**src/rtl/display7seg_pkg.sv**
```systemverilog
`default_nettype none
// ============================================================================
//  Module   : display7seg_pkg
//  Purpose  : Shared constants and helpers for the multiplexed 7-segment
//             display driver: hex-to-abcdefg table, "all segments off"
//             pattern and width helpers.
//  Contents : seg_t, c_SEG_W, c_NIBBLE_W, c_SEG_OFF, c_HEX_TABLE, digit_w()
//  Revision : 1.0  initial release
// ============================================================================
package display7seg_pkg;

    localparam int c_SEG_W    = 7;
    localparam int c_NIBBLE_W = 4;

    // Segment vector in abcdefg order, seg[6]=a ... seg[0]=g, active-high.
    typedef logic [c_SEG_W-1:0] seg_t;

    // Active-high "nothing lit"; output polarity is applied later.
    localparam seg_t c_SEG_OFF = 7'b000_0000;

    // Hex digit 0..F to abcdefg, active-high (lower-case b and d).
    localparam seg_t c_HEX_TABLE [16] = '{
        7'b111_1110,  // 0
        7'b011_0000,  // 1
        7'b110_1101,  // 2
        7'b111_1001,  // 3
        7'b011_0011,  // 4
        7'b101_1011,  // 5
        7'b101_1111,  // 6
        7'b111_0000,  // 7
        7'b111_1111,  // 8
        7'b111_1011,  // 9
        7'b111_0111,  // A
        7'b001_1111,  // b
        7'b100_1110,  // C
        7'b011_1101,  // d
        7'b100_1111,  // E
        7'b100_0111   // F
    };

    // Width of a digit index; never less than one bit.
    function automatic int digit_w(input int n);
        return (n > 1) ? $clog2(n) : 1;
    endfunction

endpackage
`default_nettype wire

```
**src/rtl/seg7_hex_decode.sv**
```systemverilog
`default_nettype none
// ============================================================================
//  Module   : seg7_hex_decode
//  Purpose  : Combinational nibble to abcdefg segment converter
//             (active-high, standard hex glyphs).
//  Ports    : i_nibble   [3:0] hex digit to decode
//             o_abcdefg  [6:0] segments, [6]=a ... [0]=g
//  Revision : 1.0  initial release
// ============================================================================
module seg7_hex_decode
    import display7seg_pkg::*;
(
    input  logic [c_NIBBLE_W-1:0] i_nibble,
    output logic [c_SEG_W-1:0]    o_abcdefg
);

    assign o_abcdefg = c_HEX_TABLE[i_nibble];

endmodule
`default_nettype wire

```
**src/rtl/display7seg_scan.sv**
```systemverilog
`default_nettype none
// ============================================================================
//  Module   : display7seg_scan
//  Purpose  : Multiplexed N-digit 7-segment display driver. Holds one hex
//             nibble per digit, scans the digits onto shared segment lines,
//             updates the shown value only at frame boundaries, blanks
//             leading zeros, blanks anodes for a guard period at the start
//             of each slot and applies selectable output polarity.
//  Ports    : clk         system clock
//             reset       synchronous active-high reset
//             enable      1 = scanning, 0 = dark with counters held
//             load        strobe capturing value/dp_in
//             value       4*N_DIGITS hex nibbles, [3:0] = digit 0
//             dp_in       decimal point per digit
//             seg         segments, seg[6]=a ... seg[0]=g
//             dp          decimal point of the driven digit
//             an          one-hot digit enable
//             digit_idx   index of the driven digit
//             frame_done  pulse after the last slot of a frame
//  Revision : 1.0  initial release
// ============================================================================
module display7seg_scan
    import display7seg_pkg::*;
#(
    parameter int N_DIGITS       = 4,
    parameter int REFRESH_DIV    = 50000,
    parameter int GUARD          = 1,
    parameter int SEG_ACTIVE_LOW = 1,
    parameter int AN_ACTIVE_LOW  = 1,
    parameter int BLANK_LEADING  = 1
) (
    input  logic                            clk,
    input  logic                            reset,
    input  logic                            enable,
    input  logic                            load,
    input  logic [4*N_DIGITS-1:0]           value,
    input  logic [N_DIGITS-1:0]             dp_in,
    output logic [c_SEG_W-1:0]              seg,
    output logic                            dp,
    output logic [N_DIGITS-1:0]             an,
    output logic [digit_w(N_DIGITS)-1:0]    digit_idx,
    output logic                            frame_done
);

    localparam int c_DIGIT_W = digit_w(N_DIGITS);
    localparam int c_PRE_W   = $clog2(REFRESH_DIV);

    localparam logic [c_PRE_W-1:0]   c_PRE_MAX   = c_PRE_W'(REFRESH_DIV - 1);
    localparam logic [c_DIGIT_W-1:0] c_DIGIT_MAX = c_DIGIT_W'(N_DIGITS - 1);

    // XOR masks applied at the register inputs.
    localparam logic [c_SEG_W-1:0]  c_SEG_INV = (SEG_ACTIVE_LOW != 0) ? '1 : '0;
    localparam logic                c_DP_INV  = (SEG_ACTIVE_LOW != 0);
    localparam logic [N_DIGITS-1:0] c_AN_INV  = (AN_ACTIVE_LOW != 0) ? '1 : '0;

    // ------------------------------------------------------------------
    // State
    // ------------------------------------------------------------------
    logic [c_PRE_W-1:0]    r_prescaler;
    logic [c_DIGIT_W-1:0]  r_digit;
    logic [4*N_DIGITS-1:0] r_shadow;
    logic [N_DIGITS-1:0]   r_shadow_dp;
    logic [4*N_DIGITS-1:0] r_display;
    logic [N_DIGITS-1:0]   r_display_dp;
    logic                  r_pending;

    logic                  w_last_slot;
    logic                  w_frame_bnd;
    logic                  w_in_guard;
    logic [N_DIGITS-1:0]   w_blank;
    logic [c_NIBBLE_W-1:0] w_nibble;
    logic                  w_cur_dp;
    logic                  w_cur_blank;
    logic [c_SEG_W-1:0]    w_abcdefg;
    logic [N_DIGITS-1:0]   w_an_onehot;
    logic [c_SEG_W-1:0]    w_seg_nxt;
    logic                  w_dp_nxt;
    logic [N_DIGITS-1:0]   w_an_nxt;

    assign w_last_slot = (r_prescaler == c_PRE_MAX);
    // Disabled cycles can never be a boundary, so a held counter parked on
    // the last slot does not trigger repeated transfers or pulses.
    assign w_frame_bnd = enable && w_last_slot && (r_digit == c_DIGIT_MAX);

    // ------------------------------------------------------------------
    // Scan counters
    // ------------------------------------------------------------------
    always_ff @(posedge clk) begin
        if (reset) begin
            r_prescaler <= '0;
            r_digit     <= '0;
        end else if (enable) begin
            if (w_last_slot) begin
                r_prescaler <= '0;
                r_digit     <= (r_digit == c_DIGIT_MAX) ? '0 : r_digit + 1'b1;
            end else begin
                r_prescaler <= r_prescaler + 1'b1;
            end
        end
    end

    // ------------------------------------------------------------------
    // Shadow / display registers: the shown value only changes between
    // frames so a multi-digit number never appears half-updated.
    // ------------------------------------------------------------------
    always_ff @(posedge clk) begin
        if (reset) begin
            r_shadow     <= '0;
            r_shadow_dp  <= '0;
            r_display    <= '0;
            r_display_dp <= '0;
            r_pending    <= 1'b0;
        end else if (load) begin
            r_shadow    <= value;
            r_shadow_dp <= dp_in;
            if (w_frame_bnd) begin
                // Coincident load bypasses the shadow so it is not a frame late.
                r_display    <= value;
                r_display_dp <= dp_in;
                r_pending    <= 1'b0;
            end else begin
                r_pending    <= 1'b1;
            end
        end else if (w_frame_bnd && r_pending) begin
            r_display    <= r_shadow;
            r_display_dp <= r_shadow_dp;
            r_pending    <= 1'b0;
        end
    end

    // ------------------------------------------------------------------
    // Guard window at the start of each slot
    // ------------------------------------------------------------------
    generate
        if (GUARD == 0) begin : g_no_guard
            assign w_in_guard = 1'b0;
        end else begin : g_guard
            assign w_in_guard = (r_prescaler < c_PRE_W'(GUARD));
        end
    endgenerate

    // ------------------------------------------------------------------
    // Leading-zero blanking: scan from the top digit down, a digit stays
    // blanked only while every digit from it upward is zero without dp.
    // ------------------------------------------------------------------
    generate
        if (BLANK_LEADING != 0) begin : g_blank
            always_comb begin
                logic w_zero_run;
                w_blank    = '0;
                w_zero_run = 1'b1;
                for (int i = N_DIGITS - 1; i >= 1; i--) begin
                    w_zero_run = w_zero_run && (r_display[4*i +: 4] == 4'h0)
                                 && !r_display_dp[i];
                    w_blank[i] = w_zero_run;
                end
            end
        end else begin : g_no_blank
            assign w_blank = '0;
        end
    endgenerate

    // ------------------------------------------------------------------
    // Current digit selection and decode
    // ------------------------------------------------------------------
    always_comb begin
        w_nibble    = '0;
        w_cur_dp    = 1'b0;
        w_cur_blank = 1'b0;
        for (int i = 0; i < N_DIGITS; i++) begin
            if (r_digit == c_DIGIT_W'(i)) begin
                w_nibble    = r_display[4*i +: 4];
                w_cur_dp    = r_display_dp[i];
                w_cur_blank = w_blank[i];
            end
        end
    end

    seg7_hex_decode u_decode (
        .i_nibble  (w_nibble),
        .o_abcdefg (w_abcdefg)
    );

    assign w_an_onehot = N_DIGITS'(1) << r_digit;

    always_comb begin
        w_seg_nxt = c_SEG_OFF;
        w_dp_nxt  = 1'b0;
        w_an_nxt  = '0;
        if (enable && !w_cur_blank) begin
            w_seg_nxt = w_abcdefg;
            w_dp_nxt  = w_cur_dp;
            // Segments settle on the new digit while the anodes are still dark.
            w_an_nxt  = w_in_guard ? '0 : w_an_onehot;
        end
    end

    // ------------------------------------------------------------------
    // Output registers (polarity applied on the way in)
    // ------------------------------------------------------------------
    always_ff @(posedge clk) begin
        if (reset) begin
            seg        <= c_SEG_OFF ^ c_SEG_INV;
            dp         <= c_DP_INV;
            an         <= c_AN_INV;
            digit_idx  <= '0;
            frame_done <= 1'b0;
        end else begin
            seg        <= w_seg_nxt ^ c_SEG_INV;
            dp         <= w_dp_nxt ^ c_DP_INV;
            an         <= w_an_nxt ^ c_AN_INV;
            digit_idx  <= r_digit;
            frame_done <= w_frame_bnd;
        end
    end

endmodule
`default_nettype wire

```
**config.mk**
```make
export PLATFORM = sky130hd
export DESIGN_NAME = display7seg_scan
export DESIGN_NICKNAME = d
export VERILOG_FILES = /design/src/rtl/display7seg_pkg.sv /design/src/rtl/seg7_hex_decode.sv /design/src/rtl/display7seg_scan.sv
export SDC_FILE = /design/constraint.sdc
export NUM_CORES = 1
export LEC_CHECK = 0
export ABC_AREA = 1
export CORE_MARGIN = 5
export CORE_UTILIZATION = 49
export DETAILED_ROUTE_END_ITERATION = 6
export PLACE_DENSITY = 0.75
export RECOVER_POWER = 100
export SLEW_MARGIN = 20
export SYNTH_ARGS = -nofsm -noshare
export SYNTH_HDL_FRONTEND = slang
export SYNTH_SLANG_ARGS = --single-unit
```
**constraint.sdc**
```tcl
create_clock -name clk -period 4.79 [get_ports clk]
set_clock_uncertainty 0.05 [all_clocks]
set_input_delay 0.958 -clock clk [delete_from_list [all_inputs] [get_ports clk]]
set_output_delay 0.958 -clock clk [all_outputs]
set_load 0.05 [all_outputs]
```
==> reports/qor.yml, run 1 <==
run_status:
  status: "finished, final reports clean"
die:
  core_sq_um: 6830
  core.rowCount: 30
  dieArea_sq_um: 8800
  io_pins: 39
  die_w_um: 93.8
  start_util_pct: 50.4
  die_h_um: 93.8
drt:
  vias_per_cell: 5.02
  route.detailed.drc: 0
  num_vias: 3010
  wl_per_cell_um: 11.7
  totalWireLength_um: 7010
  ant_nets: 0
  dr.pass1.iters: 4
  drtIter0Drc: 243
clock_network:
  post_cts_buffers: 0
  htree_levels: 3
  cts_resized: 0
  holdBufCountCts: 0
  cts_buffers: 9
  clock-sinks: 74
  cts-root-buf: "clkbuf_8"
  clk_path_buf_depth: 2
  clock_latency_ps: 340
  cts_tree: "built"
  cts.clk_slew.worst_paths_ps: 70
critical_path:
  required_ps: 4960
  cp_max_fo: 23
  cp-start-kind: "input port"
  crit_type: "in2reg"
  crit_path_end_kind: "flop"
  arrival_ps: 3350
worst_hold_path:
  min_path_type: "reg2reg"
global_routing:
  antenna_found_initial: 0
  grt_max_degree: 32
  grt_pass1_vias: 2808
  grtUsageTotal_pct: 17.4
  grt_pass1_wl_um: 12500
  grt_overflow: 0
yosys:
  yosysSeqAreaShare_pct: 43.1
  netlist_area_sq_um: 3440
  yosysTopAreaCellShare_pct: 43.1
  synth_top_area_cell: "dfxtp_1"
  synth.most_common_cell: "nor2_1"
  ys_ff_latch: 74
  synth_commonest_cells: "nor2_1 (108), nand2_1 (95), dfxtp_1 (74)"
  ys_warn_count: 0
  synthTopCellsByArea: "dfxtp_1 (43%), nor2_1 (12%), nand2_1 (10%)"
  synth_enable_flop_cells: 0
  synth_area_per_cell_sq_um: 7.38
  ys_types: 31
  synth_nets: 502
  async_reset_ff_share_pct: 0
  synth_cells: 466
  synth-main-ff-cell: "dfxtp_1"
sta:
  relSlewSlack_pct: 28.0
  tightestPinTransition_ps: 1080
  slew_violations: 0
  setup_tns_ps: 0
  hold_viol: 0
  timing.final.crit_share_pct: 66.4
  fin_crit_ps: 3180
  fmax_ghz: 0.314
  rsz0062_at_grt: "false"
  hold_ws_ps: 438
  setup-violations-final: 0
layout:
  fillerInstances: 643
  syn2layout_area_growth_pct: 18.9
  diodes: 0
  fin_nets: 535
  drive_gt1_share_pct: 6.35
place:
  portBuffers: 38
  dp_hpwl_um: 5160
  routabilityCongestion: 0.831
power_and_ir_drop:
  netSwitchingFraction_pct: 22.4
  p_sw_uw: 289
  ir_worst_vdd_v: 0.000177
  power_density_nw_per_um2: 316
  power.internal_mw: 1.00
  pwr-share-clk_pct: 43.8
  p_leak_nw: 1.71
  p_comb_share_pct: 7.1
  p_seq_share_pct: 49.1
job:
  drv_cap: 0
-- cell families after synthesis --
family | synth area share [%]
AOI/OAI and AO/OA | 4.69
xor gates and xnor gates | 0.255
adders and majority gates | 4.36
buffers and inverters | 6.29
DFF | 43.1
muxes | 5.82
and+or+nand+nor | 35.5
-- worst max-delay path, stage by stage --
cell           delay [ps]
dlygate4sd3_1         700
clkbuf_1              760
inv_1                 590
nand3_1               220
o21ai_0               110
-- flip-flops by register name, indices dropped and copies added (netlist names) --
name and count:
r_display_dp 4, digit_idx 2, dp 1, r_pending 1, r_prescaler 16, frame_done 1, seg 7, r_shadow_dp 4
r_digit 2, r_display 16, an 4, r_shadow 16
-- cell type report --
type / instances / area (sq um) / area share, %
Multi-Input combinational cell: 342 / 1740 / 42.5
Sequential cell: 74 / 1480 / 36.2
Timing Repair Buffer: 40 / 392 / 9.57
Clock buffer: 12 / 165 / 4.04
Inverter: 32 / 120 / 2.94
Tap cell: 96 / 120 / 2.94
Clock inverter: 4 / 72.6 / 1.77
-- per-stage QoR --
stage / area, sq um / setup WS [ps] / std cells / utilization (%) / total power, mW
finish: 4090 / 1610 / 600 / 59.9 / 1.29
floorplan: 3440 / 2850 / 466 / - / 0.706
CTS: 4100 / 2120 / 600 / 60.0 / 1.30
global placement: 3860 / 1860 / 584 / 56.5 / 0.742
global route: 4090 / 1380 / 600 / 59.9 / 1.34
detailed placement: 3860 / 1770 / 584 / 56.5 / 0.744
-- layer usage --
| metal | routed length (um) | GRT usage (%) |
|---|---|---|
| met1 | 3560 | 24.2 |
| met5 | 0 | 0 |
| met4 | 108 | 4.57 |
| met3 | 401 | 4.97 |
| met2 | 2940 | 26.5 |
-- cells in the final DEF (no fill, tap or decap), types with 2 or more instances in the layout --
cell	count
a21oi_1	15
bufinv_16	2
clkbuf_8	12
clkdlybuf4s50_1	21
dfxtp_1	74
dlygate4sd3_1	17
ha_1	12
inv_1	31
mux2i_1	20
nand2_1	95
nand2_2	4
nand3_1	29
nand3_2	2
nand3b_1	2
nand4_1	22
nor2_1	108
nor2_2	2
nor2_4	2
nor3_1	6
nor4_1	4
o21ai_0	10
or2_2	2
-- worst paths after layout --
check / start / end / slack [ps] / cells past startpoint
max: reset / r_digit[1]$_SDFFE_PP0N_ / 1610 / 5
max reg2reg: r_digit[0]$_SDFFE_PP0N_ / seg[5]$_SDFF_PP1_ / 2140 / 8
min: r_display[10]$_SDFFE_PP0P_ / r_display[10]$_SDFFE_PP0P_ / 440 / 2
min reg2reg: r_display[10]$_SDFFE_PP0P_ / r_display[10]$_SDFFE_PP0P_ / 440 / 2
-- power groups by stage --
stage,logic [mW],clock network (mW),registers (mW)
2_1_floorplan,0.0464,0,0.660
6_report,0.0915,0.566,0.635
3_3_place_gp,0.0925,0,0.649
3_5_place_dp,0.0942,0,0.649
4_1_cts,0.0942,0.573,0.635
5_1_grt,0.101,0.604,0.637
Note: power is estimated with default switching activity, not from simulation.
==> run 2: changes to the inputs <==
clock period = 3 ns   (was 4.79 ns; I/O delays follow)
==> run 2 against run 1 <==
Compared with the run above:
- first-iteration DRC count down 30%
- critical path depth up 5
- via count up 0.23%
- critical endpoint is now an[0]$_SDFF_PP1_
- total power up 62%
- critical path type is now reg2reg
==> reports/qor.yml, run 2 (synthesized netlist as in run 1, its figures left out) <==
drt:
  vias_per_cell: 5.00
  dr.pass1.iters: 5
  route.detailed.drc: 0
  ant_nets: 0
  num_vias: 3017
  totalWireLength_um: 7320
  wl_per_cell_um: 12.1
  drtIter0Drc: 170
global_routing:
  grt_pass1_vias: 2871
  busiest_layer: "met2"
  grt_pass1_wl_um: 12700
  grt_use_met3_pct: 4.17
  grt_overflow: 0
  use_met2_pct: 28.8
  grtUsageTotal_pct: 17.9
  antenna_found_initial: 0
  grt_max_degree: 28
  grtUsageMet1_pct: 23.3
clock_network:
  clock-sinks: 74
  post_cts_buffers: 0
  clk_path_buf_depth: 2
  cts-root-buf: "clkbuf_8"
  holdBufCountCts: 0
  clock_latency_ps: 360
  cts.clk_slew.worst_paths_ps: 80
  cts_tree: "built"
  htree_levels: 3
  cts_resized: 0
  cts_buffers: 9
layout:
  syn2layout_area_growth_pct: 19.5
  diodes: 0
  top_regs: "r_display x16, r_prescaler x16, r_shadow x16"
  utilization_pct: 60.2
  final_common_cell: "nor2_1"
  drive_gt1_share_pct: 6.30
  fin_nets: 539
  final_area_sq_um: 4110
  layout_common_cells: "nor2_1 (108), nand2_1 (95), dfxtp_1 (74)"
  final_cell_count_no_fill: 604
power_and_ir_drop:
  power_mw: 2.10
  netSwitchingFraction_pct: 22.7
  p_leak_nw: 1.72
  p_comb_share_pct: 7.0
  power.internal_mw: 1.62
  power_density_nw_per_um2: 510
  p_seq_share_pct: 48.3
  pwr-share-clk_pct: 44.7
  ir_worst_vdd_v: 0.000312
  p_sw_uw: 476
die:
  die_w_um: 93.8
  core.rowCount: 30
  die_h_um: 93.8
  dieArea_sq_um: 8800
  io_pins: 39
  start_util_pct: 50.4
  core_sq_um: 6830
critical_path:
  cp_slowest_cell: "a21boi_0"
  arrival_ps: 2600
  crit_type: "reg2reg"
  required_ps: 3140
  cp-start-kind: "flop"
  ff2ff_setup_slack_ps: 540
  path_buf_inv: 2
  max_stage_delay_ps: 810
  cp_common_cell: "nand2_1"
  crit_path_end_kind: "flop"
  cp_max_fo: 10
  crit_chain: "inv_1, ha_1, inv_1, nor2_1, nand3_1, nand2_1, nand2_1, nand2_1, a21boi_0, nand3_1"
  path_delay_family: "compound AO/OA/AOI/OAI gates"
sta:
  slew_violations: 0
  hold_ws_ps: 446
  setup_ws_ps: 538
  fin_crit_ps: 2460
  setup_tns_ps: 0
  hold_viol: 0
  setup-violations-final: 0
  relSlewSlack_pct: 30.1
  tightestPinTransition_ps: 1040
  timing.final.crit_share_pct: 82.1
  fmax_ghz: 0.406
  rsz0062_at_grt: "false"
run_status:
  status: "finished, final reports clean"
place:
  dp_cells: 588
  portBuffers: 38
  routabilityCongestion: 0.876
  place_area_sq_um: 3890
  dp_hpwl_um: 5240
  pre_cts_ws_ps: 600
job:
  drv_cap: 0
worst_hold_path:
  min_path_type: "reg2reg"
run 2: path summary, 6_finish.rpt:
kind / start / endpoint / cells past startpoint
hold reg to reg: r_display[10]$_SDFFE_PP0P_ / r_display[10]$_SDFFE_PP0P_ / 2
setup reg to reg: r_digit[1]$_SDFFE_PP0N_ / an[0]$_SDFF_PP1_ / 10
setup / recovery: r_digit[1]$_SDFFE_PP0N_ / an[0]$_SDFF_PP1_ / 10
hold / removal: r_display[10]$_SDFFE_PP0P_ / r_display[10]$_SDFFE_PP0P_ / 2
run 2: per-layer routing:
layer  vias up  wire length, um
li1       1584                -
met1      1337             3550
met2        84             3250
met3        12              402
met4         0              106
met5         -                0
run 2: worst register-to-register path: stages (launching register included):
cell and delay, ps:
dfxtp_1 370, inv_1 110, ha_1 290, inv_1 180
nor2_1 80, nand3_1 70, nand2_1 60, nand2_1 60
nand2_1 70, a21boi_0 810, nand3_1 150
run 2: final cells by class:
class                   count  area (sq um)
multi-input cells         342          1730
clock inverters             6           115
well taps                  96           120
clock buffers              10           128
inverters                  32           120
repair buffers             44           414
flip-flops and latches     74          1480
fillers                   643          2720
run 2: power groups by stage:
stage | sequential, mW | clock, mW | combinational, mW
final | 1.01 | 0.938 | 0.148
after global routing | 1.02 | 0.997 | 0.163
after CTS | 1.01 | 0.950 | 0.153
after detailed placement | 1.04 | 0 | 0.152
after global placement | 1.04 | 0 | 0.149
after floorplan | 1.05 | 0 | 0.0741
==> run 3: changes to the inputs <==
PLACE_DENSITY = 0.78   (was 0.75)
clock period = 2 ns   (was 3 ns; I/O delays follow)
==> run 3 against run 2 <==
Compared with the run above:
- sequential cell count unchanged
- design area increased by 3.9%
- non-clock buffer count increased by 12
- combinational power increased by 60%
- die area unchanged
- clock power increased by 51%
- first-iteration DRC count increased by 35%
- utilization increased by 2.3 points
- sequential share of layout area decreased by 1.2 points
- worst hold slack improved by 3.3 ps
==> reports/qor.yml, run 3 (synthesized netlist as in run 1, its figures left out) <==
power_and_ir_drop:
  power_density_nw_per_um2: 745
  power_mw: 3.18
  p_leak_nw: 1.80
  ir_worst_vdd_v: 0.000429
clock_network:
  clk_path_buf_depth: 2
  cts_tree: "built"
  clock-sinks: 74
  cts_buffers: 9
  cts.clk_slew.worst_paths_ps: 80
  holdBufCountCts: 0
  post_cts_buffers: 0
  clock_latency_ps: 350
  cts-root-buf: "clkbuf_8"
  htree_levels: 3
sta:
  fmax_ghz: 0.522
  hold_viol: 0
  setup-violations-final: 0
  tightestPinTransition_ps: 653
  rsz0062_at_grt: "true"
  fin_crit_ps: 1920
  timing.final.crit_share_pct: 95.9
  relSlewSlack_pct: 56.4
  hold_ws_ps: 449
  slew_violations: 0
die:
  core_sq_um: 6830
  start_util_pct: 50.4
  io_pins: 39
  dieArea_sq_um: 8800
  die_h_um: 93.8
  die_w_um: 93.8
  core.rowCount: 30
place:
  routabilityCongestion: 0.897
  dp_cells: 600
  dp_hpwl_um: 5590
  portBuffers: 38
critical_path:
  crit_type: "reg2out"
  path_delay_family: "buffers and inverters"
  required_ps: 1550
  max_stage_delay_ps: 800
  cp_slowest_cell: "clkdlybuf4s50_1"
  crit_path_end_kind: "output pin"
  arrival_ps: 1470
  cp_max_fo: 1
  path_buf_inv: 1
  cp-start-kind: "flop"
  crit_chain: "clkdlybuf4s50_1"
layout:
  drive_gt1_share_pct: 10.6
  diodes: 0
  top_regs: "r_display x16, r_prescaler x16, r_shadow x16"
  syn2layout_area_growth_pct: 24.2
  seq_area_sq_um: 1490
  fillerInstances: 601
  final_common_cell: "nor2_1"
  fin_nets: 551
  layout_common_cells: "nor2_1 (109), nand2_1 (95), dfxtp_1 (72)"
  multi_input_area_sq_um: 1780
  final_cell_count_no_fill: 616
drt:
  num_vias: 3150
  route.detailed.drc: 0
  drtIter0Drc: 230
  totalWireLength_um: 7630
  dr.pass1.iters: 5
  vias_per_cell: 5.11
  wl_per_cell_um: 12.4
  ant_nets: 0
run_status:
  status: "finished, final reports clean"
global_routing:
  grt_overflow: 0
  grt_pass1_vias: 2875
  grt_pass1_wl_um: 12900
  antenna_found_initial: 0
  grtUsageTotal_pct: 18.2
  grt_max_degree: 25
job:
  drv_cap: 0
worst_hold_path:
  min_path_type: "reg2reg"
-- run 3: cell count changes in the layout (fill, tap and decap cells not counted), moves of 2 or more --
cell | before | now
inv_6 | 0 | 2
buf_12 | 0 | 2
inv_1 | 31 | 27
inv_2 | 1 | 5
ha_1 | 12 | 8
dlygate4sd3_1 | 18 | 1
clkdlybuf4s50_1 | 20 | 37
dfxtp_1 | 74 | 72
ha_4 | 0 | 3
buf_4 | 3 | 11
-- run 3: per-stage QoR --
stage | util [%] | setup WS, ps | instance area, sq um | TNS, ps
after floorplan | - | 64.8 | 3440 | 0
after global placement | 58.6 | 67.2 | 4010 | 0
after detailed placement | 58.6 | -33.2 | 4010 | -125
after CTS | 62.3 | 49.1 | 4260 | 0
after global routing | 62.5 | -18.6 | 4270 | -25.3
final | 62.5 | 82.7 | 4270 | 0
-- run 3: report_power, final --
group	internal [mW]	switching, mW	leakage (nW)	total [mW]
Clock	0.839	0.586	0.120	1.42
Combinational	0.105	0.133	1.08	0.237
Sequential	1.51	0.0126	0.604	1.52
-- run 3: timing repair --
item,CTS,global route
gates cloned,0,0
resized for setup,2,14
setup endpoints to repair,5,7
-- run 3: layout make-up --
type | instances | share of cell area, %
multi-input combinational | 342 | 41.6
sequential | 74 | 34.8
timing repair buffer | 56 | 12.2
clock buffer | 9 | 2.90
clock inverter | 7 | 2.90
inverter | 32 | 2.81
tap | 96 | 2.81
-- run 3: per-layer routing --
| metal | vias up | track usage, % | wire, um |
|---|---|---|---|
| li1 | 1606 | - | - |
| met1 | 1428 | 23.3 | 3580 |
| met2 | 101 | 29.5 | 3510 |
| met3 | 15 | 4.65 | 424 |
| met4 | 0 | 6.62 | 123 |
| met5 | - | 0 | 0 |
-- run 3: worst paths after layout --
path / start / to / depth (start not counted) / slack, ps
setup reg to reg: r_digit[1]$_SDFFE_PP0N_ / seg[5]$_SDFF_PP1_ / 13 / 170
hold / removal: r_display[3]$_SDFFE_PP0P_ / r_display[3]$_SDFFE_PP0P_ / 2 / 450
hold reg to reg: r_display[3]$_SDFFE_PP0P_ / r_display[3]$_SDFFE_PP0P_ / 2 / 450
setup / recovery: an[1]$_SDFF_PP1_ / an[1] / 1 / 80
